[config.mk]
export PLATFORM = sky130hd
export DESIGN_NAME = pipe_stage_buf
export DESIGN_NICKNAME = d
export VERILOG_FILES = /design/src/rtl/pipe_stage_buf.sv
export SDC_FILE = /design/constraint.sdc
export NUM_CORES = 1
export LEC_CHECK = 0
export BUFFER_PORTS_ARGS = -buffer_cell sky130_fd_sc_hd__buf_2
export CELL_PAD_IN_SITES_DETAIL_PLACEMENT = 1
export CELL_PAD_IN_SITES_GLOBAL_PLACEMENT = 1
export CORE_MARGIN = 2
export CORE_UTILIZATION = 37
export DETAILED_ROUTE_END_ITERATION = 12
export PLACE_DENSITY_LB_ADDON = 0.1
export SLEW_MARGIN = 5
export SYNTH_ARGS = -nofsm -noshare
export SYNTH_HDL_FRONTEND = slang
export SYNTH_SLANG_ARGS = --single-unit
[constraint.sdc]
create_clock -name clk -period 1.4 [get_ports clk]
set_input_delay 0.28 -clock clk [delete_from_list [all_inputs] [get_ports clk]]
set_output_delay 0.28 -clock clk [all_outputs]
set_load 0.01 [all_outputs]
[src/rtl/pipe_stage_buf.sv]
// ----------------------------------------------------------------------------
// pipe_stage_buf: ready/valid pipeline stage with a 2-entry skid buffer.
// Optional stall counter enabled by defining PIPE_STALL_CNT_EN.  Rev 1.0
// ----------------------------------------------------------------------------
`default_nettype none

module pipe_stage_buf #(
  parameter int                DATA_W   = 64,
  parameter int                CTRL_W   = 8,
  parameter logic [CTRL_W-1:0] CTRL_RST = '0,
  parameter bit                NEGEDGE  = 1'b1,
  parameter int                CNT_W    = 16
) (
  input  logic              clk,
  input  logic              resetn,
  input  logic              flush,
  input  logic              in_valid,
  output logic              in_ready,
  input  logic [DATA_W-1:0] in_data,
  input  logic [CTRL_W-1:0] in_ctrl,
  output logic              out_valid,
  input  logic              out_ready,
  output logic [DATA_W-1:0] out_data,
  output logic [CTRL_W-1:0] out_ctrl,
  output logic [1:0]        occupancy,
  output logic [CNT_W-1:0]  stall_cnt
);

  typedef enum logic [1:0] {
    ST_EMPTY = 2'd0,
    ST_ONE   = 2'd1,
    ST_TWO   = 2'd2
  } state_t;

  state_t              state_q, state_d;
  logic [DATA_W-1:0]   main_data_q, main_data_d;
  logic [CTRL_W-1:0]   main_ctrl_q, main_ctrl_d;
  logic [DATA_W-1:0]   skid_data_q, skid_data_d;
  logic [CTRL_W-1:0]   skid_ctrl_q, skid_ctrl_d;
  logic                in_ready_q, in_ready_d;
  logic                in_fire;
  logic                out_fire;

  assign out_valid = (state_q != ST_EMPTY);
  assign in_fire   = in_valid & in_ready_q & resetn;
  assign out_fire  = out_valid & out_ready;

  always_comb begin
    state_d     = state_q;
    main_data_d = main_data_q;
    main_ctrl_d = main_ctrl_q;
    skid_data_d = skid_data_q;
    skid_ctrl_d = skid_ctrl_q;
    in_ready_d  = in_ready_q;
    if (!resetn) begin
      state_d     = ST_EMPTY;
      main_data_d = '0;
      main_ctrl_d = CTRL_RST;
      skid_data_d = '0;
      skid_ctrl_d = CTRL_RST;
      in_ready_d  = 1'b1;
    end else if (flush) begin
      // Data stays put; only the control side is made safe.
      state_d     = ST_EMPTY;
      main_ctrl_d = CTRL_RST;
      skid_ctrl_d = CTRL_RST;
      in_ready_d  = 1'b1;
    end else begin
      case (state_q)
        ST_EMPTY: begin
          if (in_fire) begin
            state_d     = ST_ONE;
            main_data_d = in_data;
            main_ctrl_d = in_ctrl;
          end
        end
        ST_ONE: begin
          if (in_fire && out_fire) begin
            main_data_d = in_data;
            main_ctrl_d = in_ctrl;
          end else if (in_fire) begin
            state_d     = ST_TWO;
            skid_data_d = in_data;
            skid_ctrl_d = in_ctrl;
            in_ready_d  = 1'b0;
          end else if (out_fire) begin
            state_d     = ST_EMPTY;
            main_ctrl_d = CTRL_RST;
          end
        end
        ST_TWO: begin
          if (out_fire) begin
            state_d     = ST_ONE;
            main_data_d = skid_data_q;
            main_ctrl_d = skid_ctrl_q;
            skid_ctrl_d = CTRL_RST;
            in_ready_d  = 1'b1;
          end
        end
        default: begin
          state_d     = ST_EMPTY;
          main_ctrl_d = CTRL_RST;
          skid_ctrl_d = CTRL_RST;
          in_ready_d  = 1'b1;
        end
      endcase
    end
  end

`ifdef PIPE_STALL_CNT_EN
  logic [CNT_W-1:0] stall_q, stall_d;

  always_comb begin
    stall_d = stall_q;
    if (!resetn) begin
      stall_d = '0;
    end else if (out_valid && !out_ready && (stall_q != {CNT_W{1'b1}})) begin
      stall_d = stall_q + CNT_W'(1);
    end
  end

  assign stall_cnt = stall_q;
`else
  assign stall_cnt = '0;
`endif

  // Same register set, clocked on whichever edge the instance selects.
  generate
    if (NEGEDGE) begin : g_negedge
      always_ff @(negedge clk) begin
        state_q     <= state_d;
        main_data_q <= main_data_d;
        main_ctrl_q <= main_ctrl_d;
        skid_data_q <= skid_data_d;
        skid_ctrl_q <= skid_ctrl_d;
        in_ready_q  <= in_ready_d;
`ifdef PIPE_STALL_CNT_EN
        stall_q     <= stall_d;
`endif
      end
    end else begin : g_posedge
      always_ff @(posedge clk) begin
        state_q     <= state_d;
        main_data_q <= main_data_d;
        main_ctrl_q <= main_ctrl_d;
        skid_data_q <= skid_data_d;
        skid_ctrl_q <= skid_ctrl_d;
        in_ready_q  <= in_ready_d;
`ifdef PIPE_STALL_CNT_EN
        stall_q     <= stall_d;
`endif
      end
    end
  endgenerate

  assign in_ready  = in_ready_q;
  assign out_data  = main_data_q;
  assign out_ctrl  = main_ctrl_q;
  assign occupancy = state_q;

endmodule

`default_nettype wire
* Word level (Yosys, flattened, before mapping)
Index checks and enable logic that the tools add are counted.
** Storage, ports and cells
- Output and inout bits :: 92
- Bits in registers :: 147
- Memories kept :: 0
- ROM bits :: 0
- RAM bits :: 0
- Bits in latches :: 0
** Cells by class
- Bitwise operators :: 7
- $mul :: 0
- Magnitude comparators :: 0
- Reduce and logical (&&, ||, !) cells :: 10
- Add/subtract/negate cells :: 0
- Muxes and demuxes :: 22
- Eq/ne operators :: 10
- Divide/modulo/power cells :: 0
- Shifts and indexed selects :: 0
** Operator list (count)
- 64-bit 2-to-1 mux :: 3
- 64-bit one-hot mux with 3 select lines :: 1
- 8-bit 2-to-1 mux :: 6
- 8-bit one-hot mux with 3 select lines :: 2
- 4-bit AND reduction :: 4
- 2-bit 2-to-1 mux :: 5
- 2-bit != test (second input constant) :: 5
- 3-bit != test (second input constant) :: 3
- 2-bit one-hot mux with 3 select lines :: 1
- 5-bit AND reduction :: 1
- 1-bit inverter :: 4
- 1-bit AND :: 3
- 1-bit 2-to-1 mux :: 3
- 1-bit one-hot mux with 3 select lines :: 1
- 3-bit nonzero test :: 1
- 2-bit by 1-bit == test with 1-bit output (second input constant) :: 1
- 2-bit == test (second input constant) :: 1
- 2-bit zero test :: 1
- 2-bit nonzero test :: 1
- 2-bit OR reduction :: 1
- 1-bit logical AND :: 1

* Longest topological paths before layout
Gate-level depths: netlist of the first run.
- Word-level depth :: 6
- Gate-level depth with buffers :: 7
- Gate-level depth less buffers :: 3

==> reports/qor.yml, run 1 <==
clock_tree:
  clk_pin_slew_ps: 40
  tritoncts: "built"
  numCtsBuffers: 17
  clk_latency_ps: 580
  ctsLongestPathBuffers: 2
  cts_hold_buf: 0
  cts_sinks: 147
  h-tree-depth: 4
  clockRootBuffer: "clkbuf_16"
grt:
  antenna_found_initial: 4
  grt_max_degree: 41
  grt_overflow: 0
  gr-usage-all-layers: 0.3718
  grt_first_pass_wirelength_um: 56000
  grt_pass1_vias: 9402
worst_setup_path:
  worstSetupEndpointType: "output pin"
  required_ps: 1120
  path_class: "register to output pin"
  crit_fanout: 2
  start_kind: "register"
  crit_arrival_ps: 1890
timing:
  max-slew-margin-rel: 0.6305
  slew_viol_final: 0
  rsz0062_at_grt: "true"
  fin_ws_ps: -772.5
  setup_viol: 223
  finalHoldViolCount: 0
  skew_ps: 106.0
  worstMarginPinSlew_ps: 550.6
  fin_tns_setup_ps: -110970
power:
  leakage_nw: 6.114
  power_density_nw_per_um2: 1110
  power_w: 0.01521
  vdd_drop_max_mv: 1.433
synth:
  yosysUniqueCellTypes: 38
  avgSynthCellArea_um2: 9.797
  syn-instance-count: 719
  syn_area_um2: 7044
  ys_ff_latch: 147
  ys_warn_count: 0
  yosysSeqAreaShare: 0.4178
outcome:
  status: "complete, but fails checks"
  violations: "setup timing"
detailed_routing:
  drtIter0Drc: 1256
  wl_um: 54890
  drcViolationCount: 0
  dr.pass1.iters: 6
  viasPerCell: 6.855
  wire_per_inst_um: 38.54
  vias: 9762
  ant_nets: 0
finish:
  drive_gt1_frac: 0.5875
  area_delta_synth_final_pct: 94.46
  fillers: 1807
  fin_util: 0.7323
  nets: 1249
  stdcell_count: 1424
floorplan:
  ioPinCount: 169
  rows: 50
  die_x_um: 142.0
  die-area_um2: 20160
  die_y_um: 142.0
  initial_core_util: 0.3766
  core_area_um2: 18710
placement:
  dpl_worst_slack_ps: -847.2
  post-dp-hpwl_um: 15120
  place_congestion: 0.7682
  dp.cells: 1090
  portBuffers: 152
flow_run:
  cap_violations: 0
worst_hold_path:
  holdCritPathClass: "register to register"
[placed cells by master, fill, tap and decap left out, drive strengths merged, types with 4 or more instances in the layout]
cell type,count
a211oi,65
o211ai,8
mux2i,103
diode,7
inv,152
a311oi,64
nand2,104
nand4,26
clkinv,4
clkbuf,24
o21ai,27
dfxtp,147
nand3,25
buf,370
conb,16
a22oi,7
a31oi,8
a21oi,9
[per-stage QoR]
step / hold slack, ps / cell area, um2
floorplan: 436.7 / 7416
global placement: 444.9 / 8543
detailed placement: 459.1 / 8543
CTS: 463.4 / 12480
global route: 517.2 / 13690
finish: 511.2 / 13700
[worst max-delay path: stages, from the launching register on]
cell	delay [ps]
dfxtp_2	330
or2_4	260
buf_6	120
[synth_stat cells]
library cell | n | area, um2
inv_2 | 1 | 3.750
mux2i_1 | 103 | 1031
a211oi_2 | 60 | 750.7
nand4_1 | 26 | 162.7
and4bb_2 | 1 | 12.51
o31ai_1 | 1 | 7.510
nand2b_1 | 3 | 18.77
nand3b_1 | 1 | 7.510
o211ai_1 | 8 | 60.06
nand2_1 | 104 | 390.4
and4b_1 | 1 | 10.01
a31o_1 | 1 | 8.760
nand4b_1 | 1 | 8.760
a32oi_1 | 1 | 8.760
a21oi_1 | 9 | 45.04
o221ai_1 | 1 | 8.760
nor2b_1 | 1 | 6.260
buf_2 | 25 | 125.1
and3b_1 | 1 | 8.760
a211oi_1 | 5 | 37.54
o21ai_1 | 1 | 5.000
buf_1 | 2 | 7.510
or3_1 | 1 | 6.260
nand3_1 | 25 | 125.1
dfxtp_1 | 147 | 2943
nor3b_1 | 1 | 7.510
or2_2 | 1 | 6.260
a311oi_1 | 64 | 560.5
buf_6 | 7 | 78.83
clkbuf_1 | 51 | 191.4
o21ai_0 | 26 | 130.1
conb_1 | 1 | 3.750
inv_1 | 2 | 7.510
nor3_1 | 1 | 5.000
a211o_1 | 1 | 8.760
a31oi_1 | 8 | 50.05
a22oi_1 | 7 | 52.55
buf_4 | 19 | 142.6
[repair_timing]
| item | 4_1_cts | 5_1_grt |
|---|---|---|
| setup endpoints to repair | 223 | 223 |
| pin swaps | 74 | 69 |
| resized for setup | 340 | 133 |
| setup buffers | 61 | 69 |
| gates cloned | 33 | 8 |
| hold endpoints to repair | 0 | 0 |
[registers in the layout, summed over array words and instances, names as in the netlist]
| signal | count |
|---|---|
| occupancy | 2 |
| out_ctrl | 8 |
| out_data | 64 |
| skid_data_q | 64 |
| skid_ctrl_q | 8 |
| in_ready | 1 |
[routing by layer]
layer / wire length, um / track usage
met3: 5701 / 0.1326
met2: 24870 / 0.6351
met1: 18590 / 0.3940
met4: 5731 / 0.2232
met5: 0 / 0
[cells by family (layout without fill, tap and decap cells)]
| group | Yosys count | after routing | synth area share |
|---|---|---|---|
| AOI/OAI and AO/OA | 193 | 193 | 0.2462 |
| buffers and inverters | 107 | 556 | 0.07904 |
| DFF | 147 | 147 | 0.4178 |
| muxes | 103 | 103 | 0.1464 |
| other | 1 | 23 | 0.0005323 |
| and+or+nand+nor | 168 | 168 | 0.1101 |
[area by class of cell]
type | count | area, um2 | area share
diodes | 7 | 17.52 | 0.001279
clock buffers | 17 | 425.4 | 0.03106
clock inverters | 160 | 708.2 | 0.05170
inverters | 2 | 15.01 | 0.001096
multi-input cells | 480 | 4811 | 0.3512
flip-flops and latches | 147 | 3077 | 0.2246
well taps | 234 | 292.8 | 0.02137
repair buffers | 377 | 4352 | 0.3177
[power by group]
group	internal [W]	switching [W]
registers	0.00432	0.000131
logic	0.00118	0.00132
clock network	0.00337	0.00490
[path summary, 6_finish.rpt]
check        depth (start not counted)       startpoint              end  slack, ps
max reg2reg                          8     occupancy[1]  skid_data_q[20]       -680
max                                  2     occupancy[1]        out_valid       -770
min                                  2  skid_data_q[19]  skid_data_q[19]        510
min reg2reg                          2  skid_data_q[19]  skid_data_q[19]        510
Power figures use the tool's default switching activity.
==> run 2: changes to the inputs <==
--- a/config.mk
+++ b/config.mk
@@ -8,6 +8,7 @@
 export BUFFER_PORTS_ARGS = -buffer_cell sky130_fd_sc_hd__buf_2
 export CELL_PAD_IN_SITES_DETAIL_PLACEMENT = 1
 export CELL_PAD_IN_SITES_GLOBAL_PLACEMENT = 1
+export CORE_ASPECT_RATIO = 1.2
 export CORE_MARGIN = 2
 export CORE_UTILIZATION = 37
 export DETAILED_ROUTE_END_ITERATION = 12
==> reports/qor.yml, run 2 (synthesized netlist as in run 1, its figures left out) <==
worst_setup_path:
  rrSetupSlack_ps: -480
  cp-endpoint: "out_valid"
  critPathBufInv: 1
  crit_fanout: 2
  startpoint: "occupancy[0]"
  cp_cell_sequence: "or2_4 > buf_6"
  required_ps: 1120
  cp_top_family: "flip-flops"
  path_depth: 2
  reg2reg_from: "in_ready"
  reg2reg_to: "skid_data_q[8]"
  path_class: "register to output pin"
  r2r_cells: 8
  slowest_delay_ps: 320
  start_kind: "register"
  crit_arrival_ps: 1870
  cp_slowest_cell: "dfxtp_2"
  worstSetupEndpointType: "output pin"
finish:
  fin_util: 0.6716
  drive_gt1_frac: 0.5388
  seqCellArea_um2: 3060
  final_common_cell: "inv_1"
  nets: 1200
  area_delta_synth_final_pct: 79.11
  fillers: 1935
  multi_input_area_um2: 4531
  fin_area_um2: 12620
  most-common-layout-cells: "148 x inv_1, 103 x nand2_1, 99 x buf_6"
flow_run:
  cap_violations: 0
power:
  clkPwrFrac: 0.524
  power_density_nw_per_um2: 1081
  p_seq_frac: 0.326
  p_switching_w: 0.004946
  power_w: 0.01364
  p_int_w: 0.008690
  pwr-share-comb: 0.150
  sw_frac_of_total: 0.3627
  vdd_drop_max_mv: 1.085
  leakage_nw: 5.768
placement:
  postPlaceCellArea_um2: 8588
  portBuffers: 152
  place_congestion: 0.7350
  post-dp-hpwl_um: 15130
clock_tree:
  ctsLongestPathBuffers: 2
  clk_latency_ps: 510
  tritoncts: "built"
  clk_pin_slew_ps: 40
  numCtsBuffers: 17
  h-tree-depth: 4
  clockRootBuffer: "clkbuf_16"
  cts_sinks: 147
detailed_routing:
  vias: 8210
  drtIter0Drc: 592
  viasPerCell: 5.885
  wl_um: 38060
  dr.pass1.iters: 5
  drcViolationCount: 0
  ant_nets: 0
  wire_per_inst_um: 27.28
floorplan:
  die_y_um: 155.2
  core_area_um2: 18790
  rows: 55
  ioPinCount: 169
  die-area_um2: 20160
  die_x_um: 130.0
  initial_core_util: 0.3750
timing:
  worstMarginPinSlew_ps: 518.4
  finalHoldViolCount: 0
  setup_viol: 223
  slew_viol_final: 0
  hold_ws_ps: 464.5
  fin_ws_ps: -746.2
  fin_tns_setup_ps: -91910
  rsz0062_at_grt: "true"
  max-slew-margin-rel: 0.6544
  skew_ps: 53.72
grt:
  gr-usage-all-layers: 0.3402
  grt_overflow: 0
  grt_first_pass_wirelength_um: 51870
  antenna_found_initial: 6
  grt_pass1_vias: 9190
  grt_max_degree: 73
worst_hold_path:
  holdCritPathClass: "register to register"
  hold_start: "skid_data_q[17]"
  holdPathStages: 2
outcome:
  status: "complete, but fails checks"
  violations: "setup timing"
==> run 2: worst min path at each step <==
stage,endpoint
floorplan,skid_data_q[50]
global placement,skid_data_q[60]
detailed placement,skid_data_q[53]
CTS,skid_data_q[53]
global route,skid_data_q[17]
finish,skid_data_q[17]
==> run 2: per-stage QoR <==
step           cells  worst slack [ps]
4_1_cts         1366            -723.4
3_5_place_dp    1116            -822.4
2_1_floorplan    734            -720.0
5_1_grt         1395            -766.6
6_report        1395            -746.2
3_3_place_gp    1116            -774.5
==> run 2: worst reg2reg max path, stage by stage, from the launching register on <==
cell	delay (ps)
dfxtp_4	380
buf_6	120
buf_6	100
nand4b_1	220
nor3_4	310
buf_6	170
buf_12	140
buf_12	140
mux2i_2	210
==> run 2: what timing repair did <==
item | CTS | global route
cloned | 27 | 2
setup endpoints to repair | 223 | 223
hold buffers | 0 | 0
resized for setup | 284 | 112
buffers inserted | 47 | 41
pin swaps | 43 | 58
==> run 2: power groups by stage <==
stage                     Clock, W  Combinational (W)  Sequential [W]
final                      0.00714            0.00205         0.00445
after global routing       0.00769            0.00212         0.00445
after CTS                  0.00665            0.00178         0.00445
after detailed placement  0.000639            0.00123         0.00446
after global placement    0.000639            0.00119         0.00446
after floorplan           0.000639           0.000710         0.00450
==> run 2: metal layers <==
layer  part of all wire  up-vias  wire, um  track usage
li1                   -     3500         -            -
met1               0.37     4130     13990       0.3693
met2               0.52      445     19780       0.5762
met3              0.067      133      2564       0.1083
met4              0.045        2      1719       0.1992
met5            0.00032        -        12            0
==> run 2: final cells by class <==
class                           instances  area share
Inverter                                2    0.001190
Tap cell                              256     0.02539
Multi-Input combinational cell        480      0.3591
Timing Repair Buffer                  328      0.2812
Sequential cell                       147      0.2426
Clock buffer                           17     0.03372
Clock inverter                        160     0.05583
Antenna cell                            5   0.0009917
